===== config.mk =====
export PLATFORM = sky130hd
export DESIGN_NAME = alu_arbiter
export DESIGN_NICKNAME = d
export VERILOG_FILES = /design/src/rtl/alu_arbiter.sv
export SDC_FILE = /design/constraint.sdc
export NUM_CORES = 1
export LEC_CHECK = 0
export CAP_MARGIN = 30
export CORE_AREA = 2 2 171 173
export DETAILED_ROUTE_END_ITERATION = 8
export DIE_AREA = 0 0 173 175
export SKIP_CTS_REPAIR_TIMING = 1
export SLEW_MARGIN = 10
export SYNTH_ARGS = -nofsm -noshare
export SYNTH_HDL_FRONTEND = slang
export SYNTH_SLANG_ARGS = --single-unit

===== constraint.sdc =====
create_clock -name clk -period 4.4 [get_ports clk]
set_input_delay 0.88 -clock clk [delete_from_list [all_inputs] [get_ports clk]]
set_output_delay 0.88 -clock clk [all_outputs]
set_load 0.05 [all_outputs]

===== src/rtl/alu_arbiter.sv =====
// Two-requester front end for one shared external ALU: arbitrates, sequences the ALU for
// EXEC_CYCLES cycles and returns the result. Define ALU_ARBITER_RR_EN for round-robin grant.
module alu_arbiter #(
    parameter int unsigned EXEC_CYCLES = 1
) (
    input  logic        clk,
    input  logic        reset,
    input  logic        req0_valid,
    input  logic        req1_valid,
    output logic        req0_ready,
    output logic        req1_ready,
    input  logic [31:0] req0_a,
    input  logic [31:0] req0_b,
    input  logic [31:0] req1_a,
    input  logic [31:0] req1_b,
    input  logic [2:0]  req0_cmd,
    input  logic [2:0]  req1_cmd,
    output logic        rsp0_valid,
    output logic        rsp1_valid,
    input  logic        rsp0_ready,
    input  logic        rsp1_ready,
    output logic [31:0] rsp0_result,
    output logic [31:0] rsp1_result,
    output logic        rsp0_zero,
    output logic        rsp1_zero,
    output logic        rsp0_err,
    output logic        rsp1_err,
    output logic [31:0] alu_a,
    output logic [31:0] alu_b,
    output logic        alu_cin,
    output logic [31:0] alu_op1,
    output logic [31:0] alu_op2,
    output logic [31:0] alu_sub,
    input  logic [31:0] alu_out,
    input  logic [31:0] alu_sum,
    input  logic        alu_cout
);
    typedef enum logic [1:0] {S_IDLE, S_EXEC, S_RESP} state_t;

    localparam logic [2:0] CMD_AND = 3'b000;
    localparam logic [2:0] CMD_ADD = 3'b001;
    localparam logic [2:0] CMD_OR  = 3'b010;
    localparam logic [2:0] CMD_SLT = 3'b011;
    localparam logic [2:0] CMD_SUB = 3'b101;

    state_t      state_q, state_d;
    logic [3:0]  cnt_q, cnt_d;
    logic [31:0] a_q, a_d, b_q, b_d, res_q, res_d;
    logic [2:0]  cmd_q, cmd_d;
    logic        id_q, id_d, err_q, err_d;
    logic        accept, win, in_exec, in_resp;
    logic        c_op1, c_op2, c_sub, ovf;
    logic [2:0]  win_cmd;
    logic        unused_alu;

    // Only the sign bit of the sum feeds SLT; carry-out is not needed.
    assign unused_alu = ^{alu_cout, alu_sum[30:0]};

`ifdef ALU_ARBITER_RR_EN
    logic ptr_q, ptr_d;
    assign win = (req0_valid && req1_valid) ? ptr_q : !req0_valid;
`else
    assign win = !req0_valid;
`endif

    assign accept  = (state_q == S_IDLE) && (req0_valid || req1_valid) && !reset;
    assign win_cmd = win ? req1_cmd : req0_cmd;
    assign in_exec = (state_q == S_EXEC);
    assign in_resp = (state_q == S_RESP);

    assign c_op1 = (cmd_q == CMD_OR);
    assign c_op2 = (cmd_q == CMD_ADD) || (cmd_q == CMD_SUB) || (cmd_q == CMD_SLT);
    assign c_sub = (cmd_q == CMD_SUB) || (cmd_q == CMD_SLT);
    assign ovf   = (a_q[31] ^ b_q[31]) & (a_q[31] ^ alu_sum[31]);

    always_comb begin
        state_d = state_q;
        cnt_d   = cnt_q;
        a_d     = a_q;
        b_d     = b_q;
        cmd_d   = cmd_q;
        id_d    = id_q;
        err_d   = err_q;
        res_d   = res_q;
`ifdef ALU_ARBITER_RR_EN
        ptr_d   = ptr_q;
`endif
        case (state_q)
            S_IDLE: begin
                if (accept) begin
                    a_d   = win ? req1_a : req0_a;
                    b_d   = win ? req1_b : req0_b;
                    cmd_d = win_cmd;
                    id_d  = win;
`ifdef ALU_ARBITER_RR_EN
                    ptr_d = !win;
`endif
                    if (win_cmd inside {CMD_AND, CMD_ADD, CMD_OR, CMD_SLT, CMD_SUB}) begin
                        err_d   = 1'b0;
                        cnt_d   = 4'(EXEC_CYCLES - 1);
                        state_d = S_EXEC;
                    end else begin
                        // Illegal op bypasses the ALU entirely.
                        err_d   = 1'b1;
                        res_d   = '0;
                        state_d = S_RESP;
                    end
                end
            end
            S_EXEC: begin
                if (cnt_q == 4'd0) begin
                    res_d   = (cmd_q == CMD_SLT) ? {31'b0, alu_sum[31] ^ ovf} : alu_out;
                    state_d = S_RESP;
                end else begin
                    cnt_d = cnt_q - 4'd1;
                end
            end
            S_RESP: begin
                if (id_q ? rsp1_ready : rsp0_ready) state_d = S_IDLE;
            end
            default: state_d = S_IDLE;
        endcase
    end

    always_ff @(posedge clk) begin
        if (reset) begin
            state_q <= S_IDLE;
            cnt_q   <= '0;
            a_q     <= '0;
            b_q     <= '0;
            cmd_q   <= '0;
            id_q    <= 1'b0;
            err_q   <= 1'b0;
            res_q   <= '0;
`ifdef ALU_ARBITER_RR_EN
            ptr_q   <= 1'b0;
`endif
        end else begin
            state_q <= state_d;
            cnt_q   <= cnt_d;
            a_q     <= a_d;
            b_q     <= b_d;
            cmd_q   <= cmd_d;
            id_q    <= id_d;
            err_q   <= err_d;
            res_q   <= res_d;
`ifdef ALU_ARBITER_RR_EN
            ptr_q   <= ptr_d;
`endif
        end
    end

    assign req0_ready  = accept && !win;
    assign req1_ready  = accept && win;

    assign rsp0_valid  = in_resp && !id_q;
    assign rsp1_valid  = in_resp && id_q;
    assign rsp0_result = rsp0_valid ? res_q : '0;
    assign rsp1_result = rsp1_valid ? res_q : '0;
    assign rsp0_zero   = rsp0_valid && !err_q && (res_q == '0);
    assign rsp1_zero   = rsp1_valid && !err_q && (res_q == '0);
    assign rsp0_err    = rsp0_valid && err_q;
    assign rsp1_err    = rsp1_valid && err_q;

    assign alu_a   = in_exec ? a_q : '0;
    assign alu_b   = in_exec ? b_q : '0;
    assign alu_cin = in_exec && c_sub;
    assign alu_op1 = {32{in_exec && c_op1}};
    assign alu_op2 = {32{in_exec && c_op2}};
    assign alu_sub = {32{in_exec && c_sub}};
endmodule


==> summary.md, run 1 <==
| Metric | Value |
|---|---|
| Status | complete, no violations |
| Psw | 836 uW |
| Largest fanout on the critical path | 17 |
| 1st-pass router iterations | 6 |
| Syn Std Cell Area | 0.00597 mm^2 |
| Root cell of the clock tree | clkbuf_16 |
| Measured slew at the worst slew-check pin | 760 ps |
| CP Data Arrival Time | 3020 ps |
| Ports | 438 |
| DP Area | approximately 0.01 mm^2 |
| Fin nets | 1159 |
| Worst path required time | 3520 ps |
| Fraction of layout cells with a size suffix above 1 | 11.5% |
| Die width | 173 um |
| Syn Area/Cell | ~9.0 um^2 |
| Buffers & Inverters on Critical Path | 2 |
| Seq/Total Area, Yosys | between 30% and 40% |
| Slew HR | 49.1% |
| Detailed Route Iter0 Violations | 319 |
| ANT nets after route | 0 |
| Synth top area share | 35.9% |
| Final setup fails | 0 |
| Post-route DRC | 0 |
| Largest net degree at the start of global routing | 81 |
| Hold path startpoint | b_q[28]$_SDFFE_PP0P_ |
| CTS tree | yes |
| Final Skew | around 14 ps |
| Placed Instances | ~1300 |
| Fraction of registers with async set/reset | 0% |
| Maximum clock insertion buffer count | 2 |
| CP Capture Type | output pin |
| Design Area, Final | between 0.01 and 0.015 mm^2 |
| Number of diodes | 0 |
| Syn Inst Count | 667 |
| Synth Register Bits | 107 |
| Total die area | about 0.030 mm^2 |
| Worst Hold Class | flip-flop to flip-flop |
| First-pass GRT wire length | 32.0 mm |
| Vias in the first global route | around 5400 |
| Initial Utilization | 21.0% |
| Fmax | 257 MHz |
| CTS H-tree lvls | 3 |
| EDFF count, synth | 0 |
| Std cell rows | 62 |
| Top_reg_cell synth | dfxtp_1 |
| Synth unique cells | 42 |
| Yosys top cell by area | dfxtp_1 |
| Clock Latency Late Sink | 360 ps |
| GRT Total Usage | between 10% and 20% |
| Crit. Startpoint | state_q[0]$_SDFFE_PP0P_ |
| RePlAce Congestion | 0.772 |
| Initial antenna violation count | 0 |
| CP max-delay cell | clkdlybuf4s50_1 |
| Int Pwr | around 1800 uW |
| Sw frac | 31.9% |
| Pwr Density | 255 mW/mm^2 |
| Die Y | 175 um |
| Seq pwr share | 42.0% |
| Port Buf Inserts | just over 400 |
| FF-to-FF Start | state_q[0]$_SDFFE_PP0P_ |
| Min Hold Slack | around 490 ps |
| CP top delay family | buffers and inverters |
| VDD IR max | 0.125 mV |
| Crit start category | flip-flop |
| CTS sink count | 107 |
| Setup TNS | 0 ps |
| Tcrit/Tclk final | 88.6% |
| RSZ-0062 raised after global routing | false |
| Vias | 5658 |
| Number of max-cap violations | 0 |
| Layout area overhead | 72.1% |
| Vias/cell | 4.22 |
| Commonest non-fill, non-tap cell in the layout | clkdlybuf4s50_1 |
| Top post-synthesis cells by area | dfxtp_1, and2_1, buf_4 |
| Fin crit period | ~3900 ps |
| Most frequent cells in the layout | clkdlybuf4s50_1, and2_1, dfxtp_1 |
| Drt total wl | 21.8 mm |
| Final Hold Fails | 0 |
| Mapped Nets | roughly 870 |
| CP Cell Sequence | nand2b_1, nor4b_4, buf_4, clkdlybuf4s50_1 |
| WS Path Type | flip-flop to output pin |
| Max-slew violation count | 0 |
| Reg clk slew, reported paths | 80 ps |
| CP max stage delay | approximately 840 ps |
| Final Non-Filler Cells | between 1000 and 1500 |
| Wire length per cell | 16.3 um |
| Detailed placement HPWL | 16.4 mm |
| Clk pwr share | 31.8% |
| Leakage | 0.00397 uW |
| Synth warn | 0 |
| Total congestion overflow | 0 |
| Part of the power in combinational logic | 26.2% |
| Total power | 2620 uW |
| Core area | 0.0284 mm^2 |
| CTS buffer count | 9 |
[worst reg2reg max path: stages (launching register included)]
cell and delay [ps]:
dfxtp_1 520, and2b_2 520, buf_4 240, nand2_1 110
nor3b_4 180, buf_4 340, a22o_1 220
[Yosys cell counts, drive strengths merged, types with 4 or more instances]
library cell	n
and2	133
buf	121
dfxtp	107
nor2	74
a211oi	45
mux2i	43
a22o	32
clkbuf	26
a222oi	23
nor4	8
nand2	6
nor3	4
o21ai	4
or3	4
[sequential cells by signal, summed over array words and instances, names as in the netlist]
register and cells:
cmd_q 3, err_q 1, state_q 2, a_q 32
res_q 32, b_q 32, id_q 1, cnt_q 4
[through the flow]
stage / setup WS (ps) / utilization (%)
2_1_floorplan: 231 / -
3_3_place_gp: 889 / 35.1
3_5_place_dp: 820 / 35.1
4_1_cts: 419 / 36.1
5_1_grt: 265 / 36.2
6_report: 502 / 36.2
[final cells by class]
cell class | instances | area, um^2
multi-input cells | 411 | 2870
fillers | 2909 | 18100
flip-flops and latches | 107 | 2140
well taps | 384 | 480
inverters | 2 | 7.51
clock inverters | 5 | 51.3
repair buffers | 421 | 4480
clock buffers | 11 | 243
[power groups by stage]
stage	Clock (uW)	Combinational [uW]	Sequential, uW
2_1_floorplan	0	415	1100
3_3_place_gp	0	691	1120
3_5_place_dp	0	697	1130
4_1_cts	891	698	1100
5_1_grt	917	742	1110
6_report	834	688	1100
[metal layers]
metal	vias to the layer above	global-route usage, %	wire [um]
met2	261	23.6	10500
met4	0	3.92	287
li1	2812	-	-
met5	-	0	0
met3	16	3.76	1670
met1	2569	16.6	9320
[kinds of logic after synthesis]
logic type                 after synthesis  synth area share (%)
adders and majority gates                2                 0.419
muxes                                   44                  7.40
DFF                                    107                  35.9
AOI/OAI and AO/OA                      119                  16.7
and+or+nand+nor                        246                  23.1
buffers and inverters                  149                  16.5
[path summary, 6_finish.rpt]
kind / end / slack, ps / cells past startpoint
setup / recovery: alu_op1[13] / 500 / 4
hold / removal: b_q[28]$_SDFFE_PP0P_ / 490 / 2
setup reg to reg: res_q[10]$_SDFFE_PP0P_ / 2230 / 6
hold reg to reg: b_q[28]$_SDFFE_PP0P_ / 490 / 2
Note: power is estimated with default switching activity, not from simulation.
==> run 2: changes to the inputs <==
Settings changed: CAP_MARGIN 30 to 15, PLACE_DENSITY from default to 0.61.
==> summary.md, run 2 (synthesis gave the netlist of run 1 again) <==
| Metric | Value |
|---|---|
| Status | complete, no violations |
| Die Y | 175 um (unchanged) |
| RePlAce Congestion | 0.784 (+1.5%) |
| Biggest regs | a_q: 32 flops, b_q: 32 flops, res_q: 32 flops |
| Initial Utilization | 21.0% (unchanged) |
| Largest net degree at the start of global routing | 91 (+12%) |
| CP max-delay cell | clkdlybuf4s50_1 |
| Wire length per cell | 16.0 um (-1.5%) |
| CP max stage delay | 850 ps (about the same) |
| CTS buffer count | 9 (unchanged) |
| Reg-to-reg slack, setup | 2110 ps (-120 ps) |
| Detailed placement HPWL | 16.0 mm (-2.1%) |
| Pre-CTS setup slack | 1120 ps (+303 ps) |
| CP Cell Sequence | and2b_2, buf_4, and2_1, clkdlybuf4s50_1 |
| Commonest non-fill, non-tap cell in the layout | clkdlybuf4s50_1 |
| VDD IR max | 0.203 mV (+62%) |
| ANT nets after route | 0 (unchanged) |
| Vias in the first global route | 5722 (+5.3%) |
| Sw frac | 31.5% (-0.34 points) |
| Core area | 0.0284 mm^2 (unchanged) |
| Part of the power in combinational logic | 26.4% (+0.2 points) |
| Multi-input combinational cell area | 0.00287 mm^2 (unchanged) |
| Fmax | 279 MHz (+8.6%) |
| Tcrit/Tclk final | 81.6% (-7.0 points) |
| Drt total wl | 21.4 mm (-1.7%) |
| Reg clk slew, reported paths | 70 ps (about the same) |
| Placed Instances | 1324 (unchanged) |
| CTS H-tree lvls | 3 (unchanged) |
| CP Capture Type | output pin |
| GRT Total Usage | 13.8% (+0.13 points) |
| Final Hold Fails | 0 (unchanged) |
| RSZ-0062 raised after global routing | false |
| Clock Latency Late Sink | 360 ps (about the same) |
| Fin nets | 1158 (-0.086%) |
| First-pass GRT wire length | 32.6 mm (+2.0%) |
| Post-route DRC | 0 (unchanged) |
| Measured slew at the worst slew-check pin | 962 ps (+202 ps) |
| Vias | 5732 (+1.3%) |
| Crit path to | alu_a[31] |
| CTS tree | yes |
| Clk pwr share | 31.1% (-0.7 points) |
| Final Skew | 15.3 ps (+1.50 ps) |
| Max-slew violation count | 0 (unchanged) |
| Largest fanout on the critical path | 33 (+16) |
| Final Worst Setup Slack | 810 ps (+308 ps) |
| Psw | 817 uW (-2.3%) |
| Fraction of layout cells with a size suffix above 1 | 11.4% (-0.081 points) |
| CP Data Arrival Time | 2710 ps (-310 ps) |
| Setup TNS | 0 ps (unchanged) |
| Number of diodes | 0 (unchanged) |
| Register area | 0.00214 mm^2 (unchanged) |
| Total die area | 0.0303 mm^2 (unchanged) |
| Crit. Startpoint | state_q[0]$_SDFFE_PP0P_ |
| Buffers & Inverters on Critical Path | 2 (unchanged) |
| Port Buf Inserts | 405 (unchanged) |
| Worst Hold Class | flip-flop to flip-flop |
| Die width | 173 um (unchanged) |
| # fillers | 2879 (-1.0%) |
| Total congestion overflow | 0 (unchanged) |
| Fin crit period | 3590 ps (-308 ps) |
| Number of max-cap violations | 0 (unchanged) |
| Initial antenna violation count | 0 (unchanged) |
| FF-to-FF Start | state_q[0]$_SDFFE_PP0P_ |
| Detailed Route Iter0 Violations | 315 (-1.3%) |
| R2r worst-path depth | 6 (unchanged) |
| Std cell rows | 62 (unchanged) |
| Final setup fails | 0 (unchanged) |
| WS Path Type | flip-flop to output pin |
| CP top delay family | buffers and inverters |
| Vias/cell | 4.28 (+1.5%) |
| Most frequent cells in the layout | clkdlybuf4s50_1, and2_1, dfxtp_1 |
| Maximum clock insertion buffer count | 2 (unchanged) |
| Pwr Density | 253 mW/mm^2 (-0.85%) |
| WP depth | 4 (unchanged) |
| Leakage | 0.00396 uW (-0.41%) |
| Seq pwr share | 42.5% (+0.5 points) |
| Root cell of the clock tree | clkbuf_16 |
| Layout area overhead | 71.5% |
| Ports | 438 (unchanged) |
| Crit Reg-Reg Endpoint | res_q[10]$_SDFFE_PP0P_ |
| CTS sink count | 107 (unchanged) |
| Crit start category | flip-flop |
| Final Non-Filler Cells | 1339 (-0.15%) |
| Worst path required time | 3520 ps (about the same) |
| Int Pwr | 1770 uW (-0.73%) |
| 1st-pass router iterations | 6 (unchanged) |
| Slew HR | 35.8% (-13 points) |
run 2: how the worst min path moves through the flow:
stage,depth (start not counted),from,slack (ps),endpoint
after floorplan,2,err_q$_SDFFE_PP0P_,450,err_q$_SDFFE_PP0P_
after global placement,2,b_q[29]$_SDFFE_PP0P_,470,b_q[29]$_SDFFE_PP0P_
after detailed placement,2,b_q[15]$_SDFFE_PP0P_,480,b_q[15]$_SDFFE_PP0P_
after CTS,2,a_q[30]$_SDFFE_PP0P_,500,a_q[30]$_SDFFE_PP0P_
after global routing,2,a_q[30]$_SDFFE_PP0P_,520,a_q[30]$_SDFFE_PP0P_
final,2,a_q[29]$_SDFFE_PP0P_,490,a_q[29]$_SDFFE_PP0P_
run 2: layout make-up:
| class | instances | area share, % |
|---|---|---|
| Tap cell | 384 | 4.69 |
| Inverter | 2 | 0.0733 |
| Clock inverter | 5 | 0.428 |
| Timing Repair Buffer | 420 | 43.5 |
| Sequential cell | 107 | 20.9 |
| Multi-Input combinational cell | 411 | 28.0 |
| Clock buffer | 10 | 2.33 |
run 2: metal layers:
layer / global-route usage (%) / vias to the layer above / part of all wire (%)
li1: - / 2819 / -
met1: 15.8 / 2633 / 41
met2: 24.9 / 258 / 50
met3: 4.11 / 22 / 7.4
met4: 3.64 / 0 / 1.5
met5: 0 / - / 0
run 2: worst min-delay path: stages (launching register included):
cell	delay (ps)
dfxtp_1	310
nor2_1	90
a211oi_1	50
run 2: per-stage QoR:
step | util (%) | total power (uW) | hold WS, ps | instance area, um^2
after floorplan | - | 1520 | 453 | 5980
after global placement | 35.1 | 1810 | 471 | 9960
after detailed placement | 35.1 | 1820 | 484 | 9960
after CTS | 36.1 | 2650 | 498 | 10200
after global routing | 36.1 | 2740 | 516 | 10200
final | 36.1 | 2590 | 495 | 10200
run 2: power groups by stage:
stage / combinational [uW] / clock (uW) / sequential, uW
5_1_grt: 741 / 885 / 1110
3_3_place_gp: 690 / 0 / 1120
3_5_place_dp: 696 / 0 / 1130
4_1_cts: 698 / 847 / 1100
6_report: 685 / 805 / 1100
2_1_floorplan: 415 / 0 / 1100
==> run 3: changes to the inputs <==
Clock period 4.4 ns to 3 ns, I/O delays scaled along.
==> summary.md, run 3 (synthesis gave the netlist of run 1 again) <==
| Metric | Value |
|---|---|
| Status | complete, no violations |
| Detailed Route Iter0 Violations | 355 (+13%) |
| GRT Total Usage | 14.9% (+1.1 points) |
| Measured slew at the worst slew-check pin | 715 ps (-248 ps) |
| Final Skew | 12.4 ps (-2.95 ps) |
| DP Area | 0.0118 mm^2 (+18%) |
| Total congestion overflow | 0 (unchanged) |
| Vias/cell | 4.36 (+1.8%) |
| Total power | 3940 uW (+52%) |
| Pwr Density | 325 mW/mm^2 (+29%) |
| Clock Latency Late Sink | 360 ps (about the same) |
| Worst path required time | 2400 ps (-1120 ps) |
| CP max-delay cell | clkdlybuf4s50_1 |
| Crit start category | flip-flop |
| Core area | 0.0284 mm^2 (unchanged) |
| Final Hold Fails | 0 (unchanged) |
| CTS sink count | 107 (unchanged) |
| Layout area overhead | 103% |
| Largest fanout on the critical path | 31 (-6.1%) |
| RSZ-0062 raised after global routing | false |
| Max-slew violation count | 0 (unchanged) |
| Buffers & Inverters on Critical Path | 2 (unchanged) |
| Fin crit period | approximately 2800 ps |
| Post-route DRC | 0 (unchanged) |
| Worst Hold Class | flip-flop to flip-flop |
| Maximum clock insertion buffer count | 2 (unchanged) |
| WS Path Type | flip-flop to output pin |
| Final setup fails | 0 (unchanged) |
| Die Y | 175 um (unchanged) |
| 1st-pass router iterations | 6 (unchanged) |
| Biggest regs | a_q: 32 flops, b_q: 32 flops, res_q: 32 flops |
| ANT nets after route | 0 (unchanged) |
| Vias in the first global route | 5772 (+0.87%) |
| Ports | 438 (unchanged) |
| Reg clk slew, reported paths | 70 ps (about the same) |
| Tcrit/Tclk final | 94.7% |
| Slew HR | 52.4% (+17 points) |
| Placed Instances | 1332 (+0.60%) |
| Initial antenna violation count | 1 (+1) |
| Final Non-Filler Cells | 1348 (+0.67%) |
| CP top delay family | buffers and inverters |
| Fin nets | 1166 (+0.69%) |
| Detailed placement HPWL | 18.4 mm (+15%) |
| Fmax | 352 MHz |
| Port Buf Inserts | 405 (unchanged) |
| First-pass GRT wire length | 34.6 mm (+6.1%) |
| Commonest non-fill, non-tap cell in the layout | buf_12 |
| CTS buffer count | 9 (unchanged) |
| Number of max-cap violations | 0 (unchanged) |
| CP max stage delay | 860 ps (about the same) |
| Wire length per cell | 17.7 um (+11%) |
| CTS tree | yes |
| Total die area | 0.0303 mm^2 (unchanged) |
| Reg-to-reg slack, setup | 810 ps (-1300 ps) |
| Die width | 173 um (unchanged) |
| Std cell rows | 62 (unchanged) |
| Vias | 5872 (+2.4%) |
| CP Cell Sequence | nor3b_2, buf_4, clkdlybuf4s50_1 |
| RePlAce Congestion | 0.777 (-0.87%) |
| Leakage | 0.00524 uW (+32%) |
| Design Area, Final | 0.0121 mm^2 (+18%) |
| CP Capture Type | output pin |
| Root cell of the clock tree | clkbuf_16 |
| Most frequent cells in the layout | buf_12, clkdlybuf4s50_1, and2_1 |
| VDD IR max | 0.172 mV (-15%) |
| Drt total wl | 23.9 mm (+11%) |
| Initial Utilization | 21.0% (unchanged) |
| Largest net degree at the start of global routing | 90 (-1.1%) |
| CTS H-tree lvls | 3 (unchanged) |
| CP Data Arrival Time | 2240 ps (-470 ps) |
| Fraction of layout cells with a size suffix above 1 | 26.7% (+15 points) |
[run 3: cell count changes in the layout (fill, tap and decap cells not counted), moves of 21 or more]
cell / delta
buf_12: +166
clkdlybuf4s50_1: -165
dlymetal6s2s_1: +27
buf_4: -21
[run 3: power breakdown]
group	total (uW)	internal [uW]	switching, uW	leakage [uW]
Sequential	1620	1540	83.2	0.000878
Clock	1200	599	604	0.000141
Combinational	1120	554	561	0.00422
Total	3940	2690	1250	0.00524
[run 3: final timing paths]
| check | depth (start not counted) | endpoint | startpoint |
|---|---|---|---|
| setup reg to reg | 6 | res_q[15]$_SDFFE_PP0P_ | state_q[0]$_SDFFE_PP0P_ |
| hold reg to reg | 2 | b_q[19]$_SDFFE_PP0P_ | b_q[19]$_SDFFE_PP0P_ |
| setup / recovery | 3 | rsp0_valid | state_q[1]$_SDFFE_PP0P_ |
| hold / removal | 2 | b_q[19]$_SDFFE_PP0P_ | b_q[19]$_SDFFE_PP0P_ |
[run 3: per-stage QoR]
stage / hold WS [ps] / TNS, ps / util (%) / setup slack, ps
finish: 493 / 0 / 42.6 / 160
global route: 516 / 0 / 42.6 / 42.6
CTS: 498 / -0.315 / 42.4 / -0.315
detailed placement: 479 / 0 / 41.4 / 397
global placement: 470 / 0 / 41.4 / 458
floorplan: 453 / 0 / - / 6.10
[run 3: final cells by class]
cell class | count | area, um^2
tap | 384 | 480
fill | 2704 | 16300
inverter | 2 | 7.51
sequential | 107 | 2140
clock buffer | 10 | 239
timing repair buffer | 428 | 6310
clock inverter | 5 | 46.3
multi-input combinational | 411 | 2880
antenna | 1 | 2.50
[run 3: worst min-delay path, delay by kind of cell (launching register included)]
family,cells,cell delay (ps)
simple gates,1,80
compound gates,1,60
flops,1,320
[run 3: metal layers]
layer  part of all wire (%)  GRT usage (%)  vias up
met2                     51           27.7      302
met3                    9.3           5.68       24
met5                      0              0        -
met4                    1.9           4.17        0
li1                       -              -     2824
met1                     38           15.6     2722
